`src/rtl/sipo_pkg.sv`:
```
// Shared types and helpers for the serial-in/parallel-out deserializer.
// Holds the FSM state encoding and the counter-width clog2 function.
package sipo_pkg;

  typedef enum logic [1:0] {
    ST_IDLE   = 2'd0,
    ST_SHIFT  = 2'd1,
    ST_PARITY = 2'd2
  } state_t;

  function automatic int clog2(input int v);
    int r;
    r = 1;
    for (int i = 1; i < 32; i++)
      if ((1 << i) < v) r = i + 1;
    return r;
  endfunction

endpackage

```
`src/rtl/sipo_bit_cnt.sv`:
```
// Frame bit counter for the deserializer.
// Ports: clk, rst (async active-low), i_clr, i_inc, o_tc (cnt==WIDTH-1).
module sipo_bit_cnt
  import sipo_pkg::*;
#(
  parameter int WIDTH = 8,
  parameter int CW    = clog2(WIDTH)
) (
  input  logic clk,
  input  logic rst,
  input  logic i_clr,
  input  logic i_inc,
  output logic o_tc
);

  logic [CW-1:0] r_cnt;

  // Clear with increment lands on 1: a bit that restarts a frame.
  always_ff @(posedge clk or negedge rst) begin
    if (!rst)
      r_cnt <= '0;
    else if (i_clr)
      r_cnt <= CW'(i_inc);
    else if (i_inc)
      r_cnt <= r_cnt + CW'(1);
  end

  assign o_tc = (r_cnt == CW'(WIDTH - 1));

endmodule

```
`src/rtl/sipo_deserializer.sv`:
```
// Serial-in/parallel-out deserializer: WIDTH-bit words, one-cycle valid.
// Ports: clk, rst (async active-low), din, din_en, sync -> dout,
// dout_valid, busy, err. Macro SIPO_PARITY_EN adds an even-parity bit.
module sipo_deserializer
  import sipo_pkg::*;
#(
  parameter int WIDTH     = 8,
  parameter bit MSB_FIRST = 1'b1
) (
  input  logic             clk,
  input  logic             rst,
  input  logic             din,
  input  logic             din_en,
  input  logic             sync,
  output logic [WIDTH-1:0] dout,
  output logic             dout_valid,
  output logic             busy,
  output logic             err
);

  state_t r_state, w_next;

  logic w_clr, w_inc, w_start;
  logic w_shift, w_done, w_tc;

  logic [WIDTH-1:0] r_sr;
  logic [WIDTH-1:0] w_sr_sh;
  logic [WIDTH-1:0] w_sr_new;
  logic [WIDTH-1:0] w_word;

  sipo_bit_cnt #(
    .WIDTH(WIDTH)
  ) u_cnt (
    .clk  (clk),
    .rst  (rst),
    .i_clr(w_clr),
    .i_inc(w_inc),
    .o_tc (w_tc)
  );

  always_comb begin
    if (MSB_FIRST) begin
      w_sr_sh  = {r_sr[WIDTH-2:0], din};
      w_sr_new = {{(WIDTH-1){1'b0}}, din};
    end else begin
      w_sr_sh  = {din, r_sr[WIDTH-1:1]};
      w_sr_new = {din, {(WIDTH-1){1'b0}}};
    end
  end

`ifdef SIPO_PARITY_EN
  // Data already sits in r_sr; the last bit is parity.
  assign w_word = r_sr;
`else
  assign w_word = w_sr_sh;
`endif

  always_ff @(posedge clk or negedge rst) begin
    if (!rst)
      r_state <= ST_IDLE;
    else
      r_state <= w_next;
  end

  always_comb begin
    w_next  = r_state;
    w_clr   = 1'b0;
    w_inc   = 1'b0;
    w_start = 1'b0;
    w_shift = 1'b0;
    w_done  = 1'b0;
    if (sync) begin
      w_clr = 1'b1;
      if (din_en) begin
        w_inc   = 1'b1;
        w_start = 1'b1;
        w_next  = ST_SHIFT;
      end else begin
        w_next = ST_IDLE;
      end
    end else if (din_en) begin
      unique case (r_state)
        ST_IDLE: begin
          w_inc   = 1'b1;
          w_start = 1'b1;
          w_next  = ST_SHIFT;
        end
        ST_SHIFT: begin
          w_shift = 1'b1;
          if (w_tc) begin
            w_clr = 1'b1;
`ifdef SIPO_PARITY_EN
            w_next = ST_PARITY;
`else
            w_done = 1'b1;
            w_next = ST_IDLE;
`endif
          end else begin
            w_inc = 1'b1;
          end
        end
`ifdef SIPO_PARITY_EN
        ST_PARITY: begin
          w_clr  = 1'b1;
          w_done = 1'b1;
          w_next = ST_IDLE;
        end
`endif
        default: w_next = ST_IDLE;
      endcase
    end
  end

  always_ff @(posedge clk or negedge rst) begin
    if (!rst)
      r_sr <= '0;
    else if (w_start)
      r_sr <= w_sr_new;
    else if (w_shift)
      r_sr <= w_sr_sh;
    else if (sync)
      r_sr <= '0;
  end

  always_ff @(posedge clk or negedge rst) begin
    if (!rst) begin
      dout       <= '0;
      dout_valid <= 1'b0;
      busy       <= 1'b0;
    end else begin
      dout_valid <= w_done;
      busy       <= (w_next != ST_IDLE);
      if (w_done)
        dout <= w_word;
    end
  end

`ifdef SIPO_PARITY_EN
  logic r_err;

  // Even parity: data bits plus parity bit must XOR to 0.
  always_ff @(posedge clk or negedge rst) begin
    if (!rst)
      r_err <= 1'b0;
    else if (w_done)
      r_err <= (^r_sr) ^ din;
  end

  assign err = r_err;
`else
  assign err = 1'b0;
`endif

endmodule

```
`config.mk`:
```
export PLATFORM = sky130hd
export DESIGN_NAME = sipo_deserializer
export DESIGN_NICKNAME = d
export VERILOG_FILES = /design/src/rtl/sipo_pkg.sv /design/src/rtl/sipo_bit_cnt.sv /design/src/rtl/sipo_deserializer.sv
export SDC_FILE = /design/constraint.sdc
export NUM_CORES = 1
export LEC_CHECK = 0
export BUFFER_PORTS_ARGS = -buffer_cell sky130_fd_sc_hd__clkbuf_2
export CAP_MARGIN = 10
export CORE_MARGIN = 2
export CORE_UTILIZATION = 54
export DETAILED_ROUTE_END_ITERATION = 8
export GPL_TIMING_DRIVEN = 0
export HOLD_SLACK_MARGIN = 0.1
export PLACE_DENSITY = 0.75
export SLEW_MARGIN = 20
export SYNTH_ARGS = -nofsm -noshare
export SYNTH_HDL_FRONTEND = slang
export SYNTH_HIERARCHICAL = 1
export SYNTH_SLANG_ARGS = --single-unit
```
`constraint.sdc`:
```
create_clock -name clk -period 3.2 [get_ports clk]
set_input_delay 0.16 -clock clk [delete_from_list [all_inputs] [get_ports clk]]
set_output_delay 0.16 -clock clk [all_outputs]
set_load 0.01 [all_outputs]
```
==> results.toml, run 1 <==
[outcome]
status = "finished, final reports clean"

[synth]
async_flop_share = 1.000
yosysSeqAreaShare = 0.5090
synthesis.area_um2 = 2507
synth.ff_latch_count = 51
yosysWarnings = 6
syn_nets = 259
yosysUniqueCellTypes = 35
synthCells = 253
synth-edff-count = 0
avgSynthCellArea_um2 = 9.911
synth_top_flop_cell = "dfrtp_1"

[placement]
gp_congestion = 0.7966
port_buffers = 13
place_hpwl_um = 3448

[routing]
drt_wl_total_um = 5247
remaining_drc_errors = 0
ant_nets = 0
routedWlPerCell_um = 15.80
drt_iter0_markers = 103
vias_per_cell = 6.081
first_pass_iters = 4
num_vias = 2019

[critical_path]
path_class = "reg2reg"
crit_fanout = 10
arrival_ns = 3.25
start_kind = "flop"
reg2reg_slack_ns = 0.15
end_kind = "flop"
worstPathRequired_ns = 3.40

[power]
power_leakage_nw = 1.219
clkPwrFrac = 0.391
vdd_drop_max_uv = 274.6
p_total_w = 0.001213
p_sw_w = 0.0002722
power_density_nw_per_um2 = 414.6
seq_power_share = 0.544
combinationalPowerShare = 0.065
swShare = 0.2244
p_int_w = 0.0009407

[clock_tree]
cts_buffer_depth = 2
clock-sinks = 51
worstSkewPairLatency_ns = 0.31
cts_root_buf = "clkbuf_8"
htree_num_levels = 2
cts.clk_slew.worst_paths_ns = 0.10
cts_buffers = 5
cts_tree = "built"

[die]
rows = 24
initial_utilization = 0.5680
pin_count = 16
die_h_um = 72.14
core-area_um2 = 4414
die_w_um = 72.14
dieArea_um2 = 5204

[sta]
tns_ns = 0
slew_viol_final = 0
finalCritPeriodShare = 0.9531
maxSlewHeadroom = 0.5475
setup_viol = 0
post-route-min-period_ns = 3.050
hold_viol = 0
rsz0062_at_grt = "yes"
clock_skew_ns = 0.01100
tightest_slew_ns = 0.6788
max_freq_ghz = 0.3279

[cells_and_area]
diodes = 0
syn2layout_area_growth_pct = 16.67
finish.utilization = 0.6627
final_common_cell = "dfrtp_1"
final_cell_mix = "51 x dfrtp_1, 24 x a21oi_1, 20 x nand2_1"
multiInputGateArea_um2 = 1222
drive_gt1_frac = 0.2393
regArea_um2 = 1276
nFillCells = 355
nNetsFinal = 285

[grt]
grt_antenna_before_repair = 0
grt_pass1_wl_um = 8735
grt_overflow = 0
grt_max_degree = 52
grtUsageTotal = 0.2150
first_global_vias = 1866

[min_path]
hp-class = "in2reg"

[run]
maxCapViolations = 0
## cell type report
cell class              count  share of cell area
plain buffers              14             0.03379
flip-flops and latches     51              0.4363
well taps                  52             0.02224
repair buffers             19             0.03935
inverters                   7            0.008982
multi-input cells         181              0.4179
clock inverters             2             0.01326
clock buffers               6             0.02823
## critical path: stages (launching register included)
cell and delay, ns:
dfrtp_1 0.43, ha_4 0.18, nand2_4 0.07, nor3_2 0.16, nand4_1 0.13, nor2_2 0.15, nand2_2 0.10, o21ai_2 0.12
buf_4 0.14, o211ai_4 0.12, or4_4 0.55, buf_6 0.16, nor4_4 0.26, mux2_2 0.36
## kinds of logic after synthesis
kind of cell	Yosys count	synth area share
and+or+nand+nor	107	0.2380
AOI/OAI and AO/OA	51	0.1218
DFF	51	0.5090
buffers and inverters	21	0.04092
muxes	11	0.04890
xor gates and xnor gates	10	0.03493
adders and majority gates	1	0.004989
other	1	0.001496
## metrics by stage
stage	instance area, µm²	hold WS [ns]	instances	setup WS (ns)
floorplan	2507	-0.1356	253	0.2315
global placement	2638	0.4110	318	-0.1255
detailed placement	2640	0.2713	318	-0.2471
CTS	2818	0.1056	330	0.003340
global route	2925	0.1141	332	-0.04550
finish	2925	0.1072	332	0.1501
## cells in the mapped netlist, types with 4 or more instances
| library cell | instances | area share |
|---|---|---|
| xnor2_1 | 6 | 0.021 |
| nand2_1 | 22 | 0.033 |
| nand3_1 | 14 | 0.028 |
| xor2_1 | 4 | 0.014 |
| nor3_1 | 6 | 0.012 |
| nor2_1 | 14 | 0.021 |
| dfrtp_1 | 51 | 0.51 |
| or3_1 | 5 | 0.012 |
| o31ai_1 | 12 | 0.036 |
| o21ai_0 | 10 | 0.020 |
| mux2_2 | 10 | 0.045 |
| clkbuf_1 | 5 | 0.0075 |
| or4_1 | 15 | 0.045 |
| a21oi_1 | 27 | 0.054 |
| inv_1 | 7 | 0.010 |
| nand4_1 | 7 | 0.017 |
| nor4_1 | 7 | 0.017 |
| buf_2 | 4 | 0.0080 |
## flip-flops by register name, indices dropped and copies added, names as in the netlist
register and flops:
busy 1, u_cnt/r_cnt 32, r_state 2, dout_valid 1
dout 8, r_sr 7
## timing repair
action	in CTS	in global routing
hold endpoints to repair	51	0
buffers inserted	3	2
endpoints found under the setup margin	20	21
gates cloned	0	0
hold buffers	1	0
resized for setup	7	26
pin swaps	0	4
## power groups by stage
| stage | registers (W) | clock network [W] | logic [W] |
|---|---|---|---|
| global route | 0.000662 | 0.000505 | 0.0000896 |
| CTS | 0.000658 | 0.000485 | 0.0000712 |
| finish | 0.000660 | 0.000474 | 0.0000786 |
| floorplan | 0.000671 | 0 | 0.0000343 |
| global placement | 0.000671 | 0 | 0.0000592 |
| detailed placement | 0.000672 | 0 | 0.0000612 |
## layer usage
layer	routed length (µm)	GRT usage	vias to the layer above
li1	-	-	982
met1	2406	0.3037	993
met2	2584	0.3323	33
met3	167	0.04028	11
met4	89	0.07966	0
met5	0	0	-
## path summary, 6_finish.rpt
check | cells after the start | from | endpoint
max in group asynchronous | 2 | rst | u_cnt/r_cnt[5]
max reg2reg | 13 | u_cnt/r_cnt[1] | u_cnt/r_cnt[29]
min in group asynchronous | 2 | rst | u_cnt/r_cnt[23]
min | 2 | din | dout[0]
min reg2reg | 1 | dout[3] | dout[3]
max | 13 | u_cnt/r_cnt[1] | u_cnt/r_cnt[29]
Power figures use the tool's default switching activity.
==> run 2, diff against run 1 <==
--- a/config.mk
+++ b/config.mk
@@ -8,11 +8,11 @@
 export BUFFER_PORTS_ARGS = -buffer_cell sky130_fd_sc_hd__clkbuf_2
 export CAP_MARGIN = 10
 export CORE_MARGIN = 2
-export CORE_UTILIZATION = 54
+export CORE_UTILIZATION = 55
 export DETAILED_ROUTE_END_ITERATION = 8
 export GPL_TIMING_DRIVEN = 0
 export HOLD_SLACK_MARGIN = 0.1
-export PLACE_DENSITY = 0.75
+export PLACE_DENSITY = 0.73
 export SLEW_MARGIN = 20
 export SYNTH_ARGS = -nofsm -noshare
 export SYNTH_HDL_FRONTEND = slang
==> constraint.sdc (replaced) <==
create_clock -name clk -period 3.6 [get_ports clk]
set_input_delay 0.18 -clock clk [delete_from_list [all_inputs] [get_ports clk]]
set_output_delay 0.18 -clock clk [all_outputs]
set_load 0.01 [all_outputs]
==> results.toml, run 2 (synthesized netlist as in run 1, its figures left out) <==
[outcome]
status = "finished, final reports clean"

[critical_path]
worstPathRequired_ns = 3.76
ff2ff_path_depth = 14
end_kind = "flop"
critPathBufInv = 3
r2r-start = "u_cnt/r_cnt[1]"
cp_slowest_stage_delay_ns = 0.50
crit_start = "u_cnt/r_cnt[1]"
crit_fanout = 10
path_cells = "ha_1 > nand2_1 > nor3_1 > nand4_1 > nor2_2 > nand2_1 > o21ai_0 > buf_4 > o211ai_4 > or4_1 > buf_2 > clkbuf_2 > o31ai_1 > a21oi_1"
cp.depth = 14
start_kind = "flop"
path_delay_family = "simple AND/OR/NAND/NOR gates"
path_class = "reg2reg"
crit_path_frequent_cell = "nand2_1"
cp_slowest_cell = "or4_1"
arrival_ns = 3.54

[die]
core-area_um2 = 4384
pin_count = 16
die_h_um = 71.52
rows = 24
die_w_um = 71.52
dieArea_um2 = 5115
initial_utilization = 0.5719

[min_path]
worstHoldStart = "din"
hp-class = "in2reg"
hold_depth = 2

[grt]
grtUsageTotal = 0.2163
grt_pass1_wl_um = 8763
grtUsageMet2 = 0.3323
grt_overflow = 0
grt_antenna_before_repair = 0
busiest_layer = "met2"
first_global_vias = 1856
met3_usage = 0.04219
use_met1 = 0.3121
grt_max_degree = 52

[sta]
rsz0062_at_grt = "no"
post-route-min-period_ns = 3.371
hold_viol = 0
slew_viol_final = 0
tns_ns = 0
tightest_slew_ns = 0.6745
setup_viol = 0
max_freq_ghz = 0.2966
fin_hold_ws_ns = 0.1211
maxSlewHeadroom = 0.5503
finalCritPeriodShare = 0.9364
clock_skew_ns = 0.009100

[clock_tree]
cts_root_buf = "clkbuf_8"
htree_num_levels = 2
cts.clk_slew.worst_paths_ns = 0.09
cts_tree = "built"
clock-sinks = 51
worstSkewPairLatency_ns = 0.31
cts_buffer_depth = 2
cts_buffers = 5
post_cts_buffers = 0

[routing]
drt_iter0_markers = 147
remaining_drc_errors = 0
routedWlPerCell_um = 15.33
ant_nets = 0
num_vias = 1957
first_pass_iters = 4
drt_wl_total_um = 5013
vias_per_cell = 5.985

[cells_and_area]
drive_gt1_frac = 0.1673
design_area_um2 = 2754
regMostFlops = "u_cnt/r_cnt"
final_cell_mix = "51 x dfrtp_1, 27 x a21oi_1, 22 x nand2_1"
nFillCells = 371
largest_reg_flops = 32
syn2layout_area_growth_pct = 9.830
nNetsFinal = 280
diodes = 0
finish.utilization = 0.6281
largestRegisters = "u_cnt/r_cnt (32), dout (8), r_sr (7)"
final_common_cell = "dfrtp_1"

[power]
p_total_w = 0.0009845
power_leakage_nw = 1.127
vdd_drop_max_uv = 249.5
power_density_nw_per_um2 = 357.5

[placement]
port_buffers = 13
place_area_um2 = 2640
place_hpwl_um = 3445
gp_congestion = 0.7605

[run]
maxCapViolations = 0
## run 2: report_power, final
group,total [W],internal (W),switching (W),leakage [nW]
sequential,0.000586,0.000580,0.00000594,0.702
combinational,0.0000540,0.0000168,0.0000372,0.377
clock,0.000345,0.000158,0.000187,0.0484
## run 2: repair_timing
action                                  in CTS  in global routing
endpoints found under the hold margin       51                  0
gates resized for setup                      0                  4
hold buffers                                 1                  0
endpoints found under the setup margin       0                  6
## run 2: per-layer routing
metal,part of all wire,routed length (µm)
met5,0,0
met4,0.015,76
met3,0.045,225
met2,0.47,2342
met1,0.47,2369
## run 2: through the flow
stage | setup WS [ns] | std cells
after floorplan | 0.6315 | 253
after global placement | 0.2454 | 318
after detailed placement | 0.2158 | 318
after CTS | 0.2041 | 327
after global routing | 0.006619 | 327
final | 0.2289 | 327
## run 2: cell type report
cell class,instances,area [µm²],area share
Buffer,14,77.57,0.02817
Clock inverter,1,8.758,0.003180
Clock buffer,7,86.33,0.03135
Inverter,7,26.28,0.009541
Sequential cell,51,1276,0.4634
Tap cell,52,65.06,0.02363
Multi-Input combinational cell,181,1136,0.4125
Timing Repair Buffer,14,77.57,0.02817
## run 2: path summary, 6_finish.rpt
check	end	slack [ns]
setup / recovery	u_cnt/r_cnt[30]	0.23
min in group asynchronous	u_cnt/r_cnt[23]	0.47
hold / removal	dout[0]	0.12
hold reg to reg	dout[3]	0.51
max in group asynchronous	u_cnt/r_cnt[0]	2.68
setup reg to reg	u_cnt/r_cnt[30]	0.23
## run 2: worst reg2reg max path: stages (launching register included)
cell      delay, ns
dfrtp_1        0.40
ha_1           0.20
nand2_1        0.14
nor3_1         0.18
nand4_1        0.15
nor2_2         0.18
nand2_1        0.12
o21ai_0        0.17
buf_4          0.20
o211ai_4       0.14
or4_1          0.50
buf_2          0.20
clkbuf_2       0.23
o31ai_1        0.31
a21oi_1        0.11
==> run 3, diff against run 2 <==
--- a/config.mk
+++ b/config.mk
@@ -13,6 +13,7 @@
 export GPL_TIMING_DRIVEN = 0
 export HOLD_SLACK_MARGIN = 0.1
 export PLACE_DENSITY = 0.73
+export RECOVER_POWER = 25
 export SLEW_MARGIN = 20
 export SYNTH_ARGS = -nofsm -noshare
 export SYNTH_HDL_FRONTEND = slang
==> results.toml, run 3 (synthesized netlist as in run 1, its figures left out) <==
[grt]
grt_overflow = 0
grt_pass1_wl_um = 8763
grtUsageTotal = 0.2163
grt_antenna_before_repair = 0
grt_max_degree = 52
first_global_vias = 1856

[sta]
rsz0062_at_grt = "no"
slew_viol_final = 52
hold_viol = 0
tns_ns = 0
maxSlewHeadroom = -0.7673
worst_slack_ns = 0.2209
post-route-min-period_ns = 3.379
setup_viol = 0
max_freq_ghz = 0.2959
fin_hold_ws_ns = 0.1218
finalCritPeriodShare = 0.9386
tightest_slew_ns = 2.651
clock_skew_ns = 0.009422

[die]
core-area_um2 = 4384
die_w_um = 71.52
die_h_um = 71.52
dieArea_um2 = 5115
pin_count = 16
initial_utilization = 0.5719
rows = 24

[power]
clkPwrFrac = 0.351
p_int_w = 0.0007535
power_leakage_nw = 1.089
power_density_nw_per_um2 = 359.4
vdd_drop_max_uv = 249.3
p_sw_w = 0.0002304
combinationalPowerShare = 0.054
seq_power_share = 0.595
swShare = 0.2341

[clock_tree]
cts_buffers = 5
cts_buffer_depth = 2
htree_num_levels = 2
clock-sinks = 51
post_cts_buffers = 0
cts.clk_slew.worst_paths_ns = 0.09
cts_tree = "built"
worstSkewPairLatency_ns = 0.31
cts_root_buf = "clkbuf_8"

[routing]
ant_nets = 0
first_pass_iters = 4
drt_iter0_markers = 147
drt_wl_total_um = 5022
remaining_drc_errors = 0
vias_per_cell = 5.976
num_vias = 1954
routedWlPerCell_um = 15.36

[cells_and_area]
drive_gt1_frac = 0.1273
nNetsFinal = 280
diodes = 0
regMostFlops = "u_cnt/r_cnt"
largest_reg_flops = 32
finish.utilization = 0.6244
syn2layout_area_growth_pct = 9.182
final_cell_mix = "51 x dfrtp_1, 27 x a21oi_1, 22 x nand2_1"
largestRegisters = "u_cnt/r_cnt (32), dout (8), r_sr (7)"
final_common_cell = "dfrtp_1"

[critical_path]
ff2ff_path_depth = 14
arrival_ns = 3.54
path_class = "reg2reg"
reg2reg_slack_ns = 0.22
worstPathRequired_ns = 3.76
end_kind = "flop"
start_kind = "flop"
crit_fanout = 10
r2r-start = "u_cnt/r_cnt[1]"
r2r-end = "u_cnt/r_cnt[30]"

[min_path]
hp-class = "in2reg"
worstHoldStart = "din"
hold_depth = 2
worstHoldEndpoint = "dout[0]"

[placement]
gp_congestion = 0.7605
place_hpwl_um = 3445
post-place-ws_ns = 0.2158
port_buffers = 13

[outcome]
status = "finished, violations left"
violations = "max-capacitance violations, max-slew violations"

[run]
maxCapViolations = 1
run 3: changes by cell type in the layout (fill, tap and decap cells not counted):
cell      before  now
and2_0         0    1
clkbuf_2      13    3
clkbuf_4       1    0
clkbuf_1       5   16
and2_1         2    1
run 3: final cells by class:
class / instances / area, µm²
Buffer: 14 / 77.57
Clock buffer: 7 / 86.33
Clock inverter: 1 / 8.758
Fill cell: 379 / 1647
Inverter: 7 / 26.28
Multi-Input combinational cell: 181 / 1136
Sequential cell: 51 / 1276
Tap cell: 52 / 65.06
Timing Repair Buffer: 14 / 61.31
run 3: power by group through the flow:
| stage | Sequential (W) | Clock (W) | Combinational [W] |
|---|---|---|---|
| 2_1_floorplan | 0.000597 | 0 | 0.0000305 |
| 3_3_place_gp | 0.000597 | 0 | 0.0000532 |
| 3_5_place_dp | 0.000597 | 0 | 0.0000542 |
| 4_1_cts | 0.000586 | 0.000356 | 0.0000552 |
| 5_1_grt | 0.000587 | 0.000373 | 0.0000612 |
| 6_report | 0.000586 | 0.000345 | 0.0000531 |
run 3: how the worst max path moves through the flow:
stage,from,endpoint,slack [ns],depth (start not counted)
after floorplan,u_cnt/r_cnt[0],u_cnt/r_cnt[29],0.63,13
after global placement,u_cnt/r_cnt[0],u_cnt/r_cnt[29],0.25,13
after detailed placement,u_cnt/r_cnt[1],u_cnt/r_cnt[18],0.22,14
after CTS,u_cnt/r_cnt[1],u_cnt/r_cnt[30],0.20,14
after global routing,u_cnt/r_cnt[0],u_cnt/r_cnt[18],0.007,14
final,u_cnt/r_cnt[1],u_cnt/r_cnt[30],0.22,14
run 3: per-layer routing:
metal / vias up / GRT usage / part of all wire
li1: 968 / - / -
met1: 941 / 0.3121 / 0.47
met2: 37 / 0.3323 / 0.47
met3: 8 / 0.04219 / 0.045
met4: 0 / 0.06918 / 0.015
met5: - / 0 / 0
run 3: repair_timing:
item	CTS	global route
endpoints found under the setup margin	0	6
gates resized for setup	0	4
endpoints found under the hold margin	51	0
hold buffers	1	0
run 3: metrics by stage:
stage / cells / total power, W / area [µm²]
after detailed placement: 318 / 0.0006512 / 2640
after global placement: 318 / 0.0006500 / 2638
final: 327 / 0.0009839 / 2738
after CTS: 327 / 0.0009971 / 2745
after floorplan: 253 / 0.0006273 / 2507
after global routing: 327 / 0.001021 / 2738
run 3: worst max-delay path, stage by stage (launching register included):
cell and delay (ns):
dfrtp_1 0.40, ha_1 0.20, nand2_1 0.14, nor3_1 0.18
nand4_1 0.15, nor2_2 0.18, nand2_1 0.12, o21ai_0 0.17
buf_4 0.20, o211ai_4 0.14, or4_1 0.50, buf_2 0.20
clkbuf_2 0.23, o31ai_1 0.32, a21oi_1 0.11
